===== src/rtl/sprite_pkg.sv =====
// Shared constants and register bundle for the sprite register block.
package sprite_pkg;

    localparam int SPRITE_STRIDE   = 32;
    localparam int OFF_X           = 16;
    localparam int OFF_Y           = 17;
    localparam int OFF_CTRL        = 18;

    localparam int KBD_OFF_DATA    = 0;
    localparam int KBD_OFF_STATUS  = 1;
    localparam int KBD_OFF_COLLIDE = 2;

    localparam int CTRL_EN         = 0;

    localparam int MAX_ROWS        = 16;
    localparam int MAX_W           = 16;

    typedef struct packed {
        logic [MAX_ROWS-1:0][MAX_W-1:0] rows;
        logic [15:0]                    x;
        logic [15:0]                    y;
        logic [15:0]                    ctrl;
    } sprite_regs_t;

    // Half-open interval [a, a+size) intersects [b, b+size).
    function automatic logic span_overlap(
        input logic [10:0] a,
        input logic [10:0] b,
        input logic [10:0] size
    );
        return (a < b + size) && (b < a + size);
    endfunction

endpackage


===== src/rtl/kbd_fifo.sv =====
// Synchronous scan-code FIFO with sticky overflow flag.
module kbd_fifo #(
    parameter int DEPTH = 4,
    parameter int W     = 8
) (
    input  logic         clk,
    input  logic         rst_n,
    input  logic         push,
    input  logic [W-1:0] din,
    input  logic         pop,
    input  logic         clr_ovf,
    output logic [W-1:0] dout,
    output logic         empty,
    output logic         full,
    output logic         overflow
);

    localparam int AW = $clog2(DEPTH);

    logic [W-1:0] mem [DEPTH];
    logic [AW:0]  wr_ptr;
    logic [AW:0]  rd_ptr;
    logic         do_pop;
    logic         do_push;

    assign empty   = (wr_ptr == rd_ptr);
    assign full    = (wr_ptr[AW] != rd_ptr[AW]) &&
                     (wr_ptr[AW-1:0] == rd_ptr[AW-1:0]);
    assign do_pop  = pop && !empty;
    // A pop on a full FIFO frees the slot the simultaneous push needs.
    assign do_push = push && (!full || do_pop);
    assign dout    = mem[rd_ptr[AW-1:0]];

    always_ff @(posedge clk or negedge rst_n) begin
        if (!rst_n) begin
            wr_ptr   <= '0;
            rd_ptr   <= '0;
            overflow <= 1'b0;
        end else begin
            if (do_push) wr_ptr <= wr_ptr + 1'b1;
            if (do_pop)  rd_ptr <= rd_ptr + 1'b1;
            overflow <= (push && !do_push) || (overflow && !clr_ovf);
        end
    end

    always_ff @(posedge clk) begin
        if (do_push) mem[wr_ptr[AW-1:0]] <= din;
    end

endmodule


===== src/rtl/sprite_regfile.sv =====
// Sprite shadow/active register file with vsync commit and PS/2 FIFO.
// Optional collision detection is built when SPRITE_COLLISION_EN is defined.
module sprite_regfile
    import sprite_pkg::*;
#(
    parameter int               N_SPRITES = 2,
    parameter int               BMP_H     = 16,
    parameter int               BMP_W     = 16,
    parameter int               ADDR_W    = 12,
    parameter logic [ADDR_W-1:0] BASE_ADDR = 'h1C0,
    parameter int               KBD_DEPTH = 4
) (
    input  logic                             clk,
    input  logic                             rst_n,
    input  logic [ADDR_W-1:0]                address,
    input  logic [15:0]                      wr_data,
    input  logic                             memwt,
    input  logic                             memrd,
    output logic [15:0]                      rd_data,
    output logic                             hit,
    output logic                             ackx,
    input  logic                             vsync_irq,
    input  logic                             kbd_valid,
    input  logic [7:0]                       kbd_code,
    output logic                             kbd_irq,
    output logic [N_SPRITES*BMP_H*BMP_W-1:0] sprite_bitmap,
    output logic [N_SPRITES*10-1:0]          sprite_x,
    output logic [N_SPRITES*10-1:0]          sprite_y,
    output logic [N_SPRITES-1:0]             sprite_en
);

    localparam int                IDX_W    = ADDR_W - 5;
    localparam logic [ADDR_W-1:0] SPAN     = ADDR_W'(N_SPRITES * SPRITE_STRIDE);
    localparam logic [ADDR_W-1:0] KBD_ADDR = BASE_ADDR + SPAN;
    localparam logic [15:0]       ROW_MASK = 16'((32'd1 << BMP_W) - 32'd1);

    logic [ADDR_W-1:0] rel;
    logic [IDX_W-1:0]  idx;
    logic [4:0]        off;
    logic              spr_hit;
    logic              sel_data;
    logic              sel_stat;
    logic              sel_coll;

    assign rel      = address - BASE_ADDR;
    assign idx      = rel[ADDR_W-1:5];
    assign off      = rel[4:0];
    assign spr_hit  = (address >= BASE_ADDR) && (rel < SPAN);
    assign sel_data = (address == KBD_ADDR + ADDR_W'(KBD_OFF_DATA));
    assign sel_stat = (address == KBD_ADDR + ADDR_W'(KBD_OFF_STATUS));
    assign sel_coll = (address == KBD_ADDR + ADDR_W'(KBD_OFF_COLLIDE));
    assign hit      = spr_hit || sel_data || sel_stat || sel_coll;
    assign ackx     = sel_data;

    sprite_regs_t     shadow [N_SPRITES];
    logic [BMP_W-1:0] act_rows [N_SPRITES][BMP_H];
    logic [9:0]       act_x [N_SPRITES];
    logic [9:0]       act_y [N_SPRITES];
    logic [N_SPRITES-1:0] act_en;
    logic             vs_q;
    logic             commit;

    assign commit = vsync_irq && !vs_q;

    always_ff @(posedge clk or negedge rst_n) begin
        if (!rst_n) begin
            for (int i = 0; i < N_SPRITES; i++) shadow[i] <= '0;
        end else if (memwt && spr_hit) begin
            for (int i = 0; i < N_SPRITES; i++) begin
                if (idx == IDX_W'(i)) begin
                    if (off < 5'(BMP_H))
                        shadow[i].rows[off[3:0]] <= wr_data & ROW_MASK;
                    else if (off == 5'(OFF_X))
                        shadow[i].x <= wr_data;
                    else if (off == 5'(OFF_Y))
                        shadow[i].y <= wr_data;
                    else if (off == 5'(OFF_CTRL))
                        shadow[i].ctrl <= wr_data;
                end
            end
        end
    end

    // Active copies read the pre-edge shadow, so a coincident write lands next frame.
    always_ff @(posedge clk or negedge rst_n) begin
        if (!rst_n) begin
            vs_q   <= 1'b0;
            act_en <= '0;
            for (int i = 0; i < N_SPRITES; i++) begin
                act_x[i] <= '0;
                act_y[i] <= '0;
                for (int r = 0; r < BMP_H; r++) act_rows[i][r] <= '0;
            end
        end else begin
            vs_q <= vsync_irq;
            if (commit) begin
                for (int i = 0; i < N_SPRITES; i++) begin
                    act_x[i]  <= shadow[i].x[9:0];
                    act_y[i]  <= shadow[i].y[9:0];
                    act_en[i] <= shadow[i].ctrl[CTRL_EN];
                    for (int r = 0; r < BMP_H; r++)
                        act_rows[i][r] <= shadow[i].rows[r][BMP_W-1:0];
                end
            end
        end
    end

    always_comb begin
        sprite_bitmap = '0;
        sprite_x      = '0;
        sprite_y      = '0;
        for (int i = 0; i < N_SPRITES; i++) begin
            sprite_x[i*10 +: 10] = act_x[i];
            sprite_y[i*10 +: 10] = act_y[i];
            for (int r = 0; r < BMP_H; r++)
                sprite_bitmap[((i*BMP_H+r)*BMP_W) +: BMP_W] = act_rows[i][r];
        end
    end

    assign sprite_en = act_en;

    logic [7:0] fifo_dout;
    logic       fifo_empty;
    logic       fifo_full;
    logic       fifo_ovf;

    kbd_fifo #(
        .DEPTH (KBD_DEPTH),
        .W     (8)
    ) u_kbd_fifo (
        .clk      (clk),
        .rst_n    (rst_n),
        .push     (kbd_valid),
        .din      (kbd_code),
        .pop      (memrd && sel_data),
        .clr_ovf  (memrd && sel_stat),
        .dout     (fifo_dout),
        .empty    (fifo_empty),
        .full     (fifo_full),
        .overflow (fifo_ovf)
    );

    assign kbd_irq = !fifo_empty;

    logic [15:0] coll_rd;

`ifdef SPRITE_COLLISION_EN
    logic [N_SPRITES-1:0] coll_q;
    logic [N_SPRITES-1:0] coll_set;

    always_comb begin
        coll_set = '0;
        for (int j = 1; j < N_SPRITES; j++) begin
            if (shadow[0].ctrl[CTRL_EN] && shadow[j].ctrl[CTRL_EN] &&
                span_overlap({1'b0, shadow[0].x[9:0]},
                             {1'b0, shadow[j].x[9:0]}, 11'(BMP_W)) &&
                span_overlap({1'b0, shadow[0].y[9:0]},
                             {1'b0, shadow[j].y[9:0]}, 11'(BMP_H)))
                coll_set[j] = 1'b1;
        end
    end

    always_ff @(posedge clk or negedge rst_n) begin
        if (!rst_n)
            coll_q <= '0;
        else
            coll_q <= ((memrd && sel_coll) ? '0 : coll_q) |
                      (commit ? coll_set : '0);
    end

    assign coll_rd = 16'(coll_q);
`else
    assign coll_rd = 16'h0000;
`endif

    logic [15:0] spr_rd;

    always_comb begin
        spr_rd = '0;
        for (int i = 0; i < N_SPRITES; i++) begin
            if (idx == IDX_W'(i)) begin
                if (off < 5'(BMP_H))
                    spr_rd = shadow[i].rows[off[3:0]];
                else if (off == 5'(OFF_X))
                    spr_rd = shadow[i].x;
                else if (off == 5'(OFF_Y))
                    spr_rd = shadow[i].y;
                else if (off == 5'(OFF_CTRL))
                    spr_rd = shadow[i].ctrl;
            end
        end
    end

    always_comb begin
        rd_data = '0;
        unique case (1'b1)
            spr_hit:  rd_data = spr_rd;
            sel_data: rd_data = fifo_empty ? 16'h0000 : {8'h00, fifo_dout};
            sel_stat: rd_data = {14'b0, fifo_ovf, !fifo_empty};
            sel_coll: rd_data = coll_rd;
            default:  rd_data = '0;
        endcase
    end

endmodule


===== config.mk =====
export PLATFORM = sky130hd
export DESIGN_NAME = sprite_regfile
export DESIGN_NICKNAME = d
export VERILOG_FILES = /design/src/rtl/sprite_pkg.sv /design/src/rtl/kbd_fifo.sv /design/src/rtl/sprite_regfile.sv
export SDC_FILE = /design/constraint.sdc
export NUM_CORES = 2
export LEC_CHECK = 0
export BUFFER_PORTS_ARGS = -buffer_cell sky130_fd_sc_hd__buf_2
export CORE_ASPECT_RATIO = 1.4
export CORE_MARGIN = 3
export CORE_UTILIZATION = 50
export DETAILED_ROUTE_END_ITERATION = 12
export MAX_ROUTING_LAYER = met4
export PLACE_DENSITY_LB_ADDON = 0.1
export RECOVER_POWER = 25
export REMOVE_ABC_BUFFERS = 1
export SLEW_MARGIN = 20
export SYNTH_ARGS = -nofsm -noshare
export SYNTH_HDL_FRONTEND = slang
export SYNTH_SLANG_ARGS = --single-unit

===== constraint.sdc =====
create_clock -name clk -period 4.7 [get_ports clk]
set_clock_uncertainty 0.1 [all_clocks]
set_input_delay 0.705 -clock clk [delete_from_list [all_inputs] [get_ports clk]]
set_output_delay 0.705 -clock clk [all_outputs]
set_load 0.01 [all_outputs]

Yosys cells after proc, flatten, opt, wreduce, memory -nomap -nowiden
Memories as Yosys holds them, arrays and structs flattened.
Index checks and enable logic that the tools add are counted.

word-level totals
  register bits = 1,170
  output and inout port bits = 573
  memories = 1
  latch bits = 0
  memory bits (writable) = 32
  bits of input ports = 42
  ROM bits = 0
  word-level logic and storage cells = 153

cells by class
  add/subtract/negate cells = 3
  multipliers = 0
  mux-type cells = 22
  shift-type cells = 0
  equality and inequality tests = 10
  divide/modulo/power cells = 0
  reductions and logical operators = 30
  bitwise logic cells = 3
  magnitude comparators = 5

memories
  name            depth  width  rd ports  clocked after Yosys merged registers in  write ports  RTL line        text
  u_kbd_fifo.mem  4      8      1         0                                        1            kbd_fifo.sv:20  logic [W-1:0] mem [DEPTH];

operator list
  kind                                                                                  count
  256-bit bitwise mux                                                                   2
  16-bit two-way mux                                                                    13
  16-bit binary-select mux with 4-bit select                                            2
  16-bit demux with 4-bit select                                                        1
  16-bit case mux with 3 select lines                                                   1
  12-bit by 10-bit equality test with 1-bit output, second input constant               3
  5-bit equality test, second input constant                                            3
  12-bit by 9-bit greater-or-equal comparator with 1-bit output, second input constant  1
  12-bit by 7-bit less-than comparator with 1-bit output, second input constant         1
  6-bit AND reduction                                                                   2
  12-bit by 9-bit subtractor with 12-bit output, second input constant                  1
  1-bit logical AND                                                                     11
  5-bit AND reduction                                                                   2
  8-bit two-way mux                                                                     1
  4-bit AND reduction                                                                   2
  7-bit by 1-bit equality test with 1-bit output, second input constant                 1
  7-bit zero test                                                                       1
  3-bit by 1-bit adder with 3-bit output, second input constant                         2
  3-bit AND reduction                                                                   2
  1-bit zero test                                                                       5
  1-bit logical OR                                                                      5
  4-bit by 5-bit less-than comparator with 1-bit output, second input constant          1
  5-bit less-than comparator, second input constant                                     1
  4-bit by 1-bit greater-or-equal comparator with 1-bit output, second input constant   1
  other kinds (5)                                                                       8

Depth between registers and ports, before layout
  depth after elaboration = 13
  gate-level depth with buffers = 11
  depth with buffers taken out = 8

By module
From an unflattened synthesis, not the netlist that was laid out.

second synthesis, totals
  cell total of the unflattened synthesis = 3,215
  area total of the unflattened synthesis = 50,464.6 µm²

by module, submodules not included
  module          times used  cells an instance  area an instance (µm²)  seq. area each (µm²)
  sprite_regfile  1           3,130              48,808.1                29,102.9
  kbd_fifo        1           85                 1,656.6                 1,136.1

Least setup slack after synthesis
Ideal clock, no wire load.

  path kind = input port to output port
  from = input address[6]
  to = output rd_data[11]
  stages = 8
  arrival = 2.558 ns
  data required time = 3.895 ns
  path buffers = 1
  path slack = 1.337 ns
  cell sequence = inv_1 -> ha_1 -> or3_1 -> or4_4 -> buf_6 -> a31oi_1 -> a21oi_1 -> a311oi_1

between the ends
  cells in the longest elaborated chain, start to end = 9
  elaborated cells between the ends (all ways) = 15
  those cells by class = 1 x add/sub; 2 x order compare; 3 x eq/ne; 7 x mux; 2 x reduce/logical

ends and longest elaborated chain
  item                                           RTL line               text
  from (decl)                                    sprite_regfile.sv:15   input logic [ADDR_W-1:0] address,
  12-bit by 9-bit subtractor with 12-bit output  sprite_regfile.sv:45   assign rel = address - BASE_ADDR;
  7-bit zero test                                sprite_regfile.sv:181  if (idx == IDX_W'(i)) begin
  16-bit two-way mux                             sprite_regfile.sv:181
  16-bit two-way mux                             sprite_regfile.sv:188  else if (off == 5'(OFF_CTRL))
  16-bit two-way mux                             sprite_regfile.sv:186  else if (off == 5'(OFF_Y))
  16-bit two-way mux                             sprite_regfile.sv:184  else if (off == 5'(OFF_X))
  16-bit two-way mux                             sprite_regfile.sv:182  if (off < 5'(BMP_H))
  16-bit two-way mux                             sprite_regfile.sv:181
  16-bit case mux with 3 select lines (*)        sprite_regfile.sv:196  unique case (1'b1)
  to (decl)                                      sprite_regfile.sv:19   output logic [15:0] rd_data,

Mark *: on every way between the ends. The rest lies on a longest branch, timed or not.

Worst setup path in the final report
  from = input address[1]
  to = output rd_data[13]

between the ends
  cells in the longest elaborated chain, start to end = 13
  elaborated cells between the ends (all ways) = 27
  those cells by class = 1 x add/sub; 3 x order compare; 6 x eq/ne; 15 x mux; 2 x reduce/logical

ends and longest elaborated chain
  item                                           RTL line
  12-bit by 9-bit subtractor with 12-bit output  sprite_regfile.sv:45
  5-bit equality test                            sprite_regfile.sv:188
  16-bit two-way mux                             sprite_regfile.sv:188
  16-bit two-way mux                             sprite_regfile.sv:186
  16-bit two-way mux                             sprite_regfile.sv:184
  16-bit two-way mux                             sprite_regfile.sv:182
  16-bit two-way mux                             sprite_regfile.sv:181
  16-bit two-way mux                             sprite_regfile.sv:188
  16-bit two-way mux                             sprite_regfile.sv:186
  16-bit two-way mux                             sprite_regfile.sv:184
  16-bit two-way mux                             sprite_regfile.sv:182
  16-bit two-way mux                             sprite_regfile.sv:181
  16-bit case mux with 3 select lines (*)        sprite_regfile.sv:196

Mark *: on every way between the ends. The rest lies on a longest branch, timed or not. The select of a mux whose other input is x is not followed.

==> impl_results.md <==
* CTS sink cnt at 1,202
* Setup_tns at 0 ns
* 1st-iter DRT viols at around 2,500
* Yosys cell types at roughly 80
* Violated checks: max-capacitance violations, max-slew violations
* Min Tclk post-route at approximately 4.4 ns
* # rows at approximately 140
* Post-synth EDFFs at 32
* Hold Crit Class: in -> reg
* Critical path endpoint category: primary output
* Synth warn at 0
* Fin util at 0.594
* Slowest cell on crit path: a311oi_1
* Post-synth top area cell: dfrtp_1
* RSZ-0062 raised after global routing: false
* Maxcap violations at 3
* Max Slew Vio Count at 125
* Skew-Pair Late Insertion Delay at 0.71 ns
* Antenna violation net count after detailed routing at 0
* Total CTS buffers at around 110
* Starting Density at 0.507
* Actual slew at the worst max-slew pin at 2.61 ns
* Post-DP HPWL at between 100,000 and 150,000 µm
* Status: finished with violations
* GPL Wtd Cong at ~0.92
* Routed via count at roughly 32,000
* Synthesized area at 0.0508 mm²
* Area Overhead vs Synth at 17.2%
* Setup Viol. Count Final at 0
* WL final at between 150,000 and 200,000 µm
* CP cell instances: buf_6 > buf_4 > mux4_2 > mux2i_1 > a32oi_1 > a31oi_1 > a311oi_1 > buf_2
* Kind of critical path: in -> out
* Synth top area cells: dfrtp_1 (58%), mux2_2 (25%), mux4_2 (4.3%), mux2i_1 (1.9%), edfxtp_1 (1.9%)
* DRC viols at 0
* # fillers at ~7,900
* CTS tree: built
* Drt wl/cell at 30.2 µm
* I/O pins at ~600
* Input/output buffers at 614
* Top FF cell, synth: dfrtp_1
* CP Max Fanout at 32
* Synth top cells by count: dfrtp_1 (1,170), mux2_2 (1,122), clkbuf_1 (137)
* Avg Inst Size Synth at 15.5 µm²
* Drt first pass iters at 7
* Postcts setup bufs at 0
* Worst EP required at between 3 and 4 ns
* Clk slew on worst S/H paths at 0.07 ns
* Remaining Overflow, GRT at 0
* Yosys top cell area share at 0.576
* Register area share after synthesis at 0.595
* Core Box Area at roughly 0.1 mm²
* VDD IR max at ~0.28 mV
* Vias in the first global route at between 30,000 and 40,000
* Max Freq at approximately 0.23 GHz
* Power Total at about 21,000 µW
* Initial antenna violation count at 9
* CTS max path bufs at 3
* Chip height at 383 µm
* Die ar. at between 0.1 and 0.15 mm²
* Crit path arrival time at approximately 3.6 ns
* Pleak at ~0.031 µW
* Largest net degree at the start of global routing at 120
* Fin crit share at 0.941
* H-tree level count at 3
* CTS root buffer: clkbuf_16
* Max-slew headroom at -0.738
* First-pass GRT wire length at 235,000 µm
* Drt via density at a little under 6
* Gr usage total at 0.314
* Buffers & Inverters on Critical Path at 3
* Share of cells above drive strength 1 at 0.554
* Hold Violations, Final at 0
* Die W at 276 µm
* Cell family with most CP delay: compound AO/OA/AOI/OAI gates
* Critical path launch point type: input port
* Mapped Cells at about 3,300
* Most common cell in the netlist: dfrtp_1
* Nets at around 3,900
* Power Density at ~360 mW/mm²
* Synth async-reset ratio at 0.973
* Yosys reg bits at 1,202
* Max incr delay on CP at 0.66 ns
==> per-stage QoR <==
| step | worst slack, ns | hold WS [ns] | area [µm²] | std cells |
|---|---|---|---|---|
| 2_1_floorplan | -10.51 | 0.309 | 49600 | 3034 |
| 3_3_place_gp | 0.387 | 0.368 | 55700 | 5099 |
| 3_5_place_dp | 0.336 | 0.367 | 55700 | 5099 |
| 4_1_cts | 0.331 | 0.00515 | 59700 | 5315 |
| 5_1_grt | 0.230 | 0.0203 | 59600 | 5326 |
| 6_report | 0.276 | 0.0266 | 59600 | 5331 |
==> kinds of logic after synthesis <==
family          count (synthesis)  share of synthesized area
fa+ha+maj                       7                    0.00172
xor+xnor                        8                    0.00138
simple gates                  232                     0.0279
buf+inv                       258                     0.0250
flops                        1202                      0.595
compound gates                214                     0.0286
mux                          1358                      0.321
==> metal layers <==
layer  wire (µm)  part of all wire  GRT usage  vias up
met1       63000              0.39      0.386    17100
met2       80200              0.50      0.510     1178
li1            -                 -          -    13300
met3       11100             0.069     0.0659      290
met4        6850             0.042      0.125        0
met5           0                 0          -        -
==> area by class of cell <==
type / count / area, µm² / area share
Inverter: 13 / 48.8 / 0.000819
Sequential cell: 1202 / 30200 / 0.508
Clock inverter: 55 / 638 / 0.0107
Timing Repair Buffer: 747 / 4230 / 0.0709
Tap cell: 1320 / 1650 / 0.0277
Multi-Input combinational cell: 1819 / 19400 / 0.325
Clock buffer: 161 / 3360 / 0.0565
Antenna cell: 14 / 35.0 / 0.000588
==> state kept, by name, summed over array words and instances, names as in the netlist <==
name,flops
u_kbd_fifo.overflow,1
sprite_x,20
sprite_y,20
u_kbd_fifo.mem,32
u_kbd_fifo.wr_ptr,3
vs_q,1
sprite_bitmap,512
u_kbd_fifo.rd_ptr,3
sprite_en,2
shadow,608
==> power by group <==
| part | internal (µW) | switching (µW) | total (µW) |
|---|---|---|---|
| Sequential | 10500 | 38.0 | 10500 |
| Combinational | 316 | 785 | 1100 |
| Clock | 5700 | 4060 | 9760 |
==> placed cells by master (no fill, tap or decap), types with 15 or more instances in the layout <==
cell type,instances
clkbuf_16,117
nor2_1,35
o21ai_0,36
clkbuf_8,27
a21oi_1,38
buf_12,16
clkinv_2,30
dfrtp_1,1170
buf_2,601
a22oi_1,42
mux4_2,96
clkbuf_1,42
edfxtp_1,32
mux2_1,31
o22ai_1,15
buf_4,91
mux2_2,1121
nand2_1,59
nor2_2,19
nand3_1,21
a31oi_1,17
mux2i_1,98
==> path summary, 6_finish.rpt <==
kind / start / endpoint / slack, ns / cells past startpoint
setup / recovery: address[1] / rd_data[13] / 0.28 / 8
hold / removal: vsync_irq / vs_q / 0.03 / 1
setup reg to reg: vs_q / sprite_bitmap[192] / 0.67 / 4
hold reg to reg: sprite_y[17] / sprite_y[17] / 0.38 / 2
max in group asynchronous: rst_n / sprite_y[1] / 0.71 / 4
min in group asynchronous: rst_n / shadow[256] / 1.25 / 2
==> repair_timing <==
action	CTS	global route
hold endpoints to repair	0	21
resized for setup	0	0
hold buffers	0	1
Power figures use the tool's default switching activity.
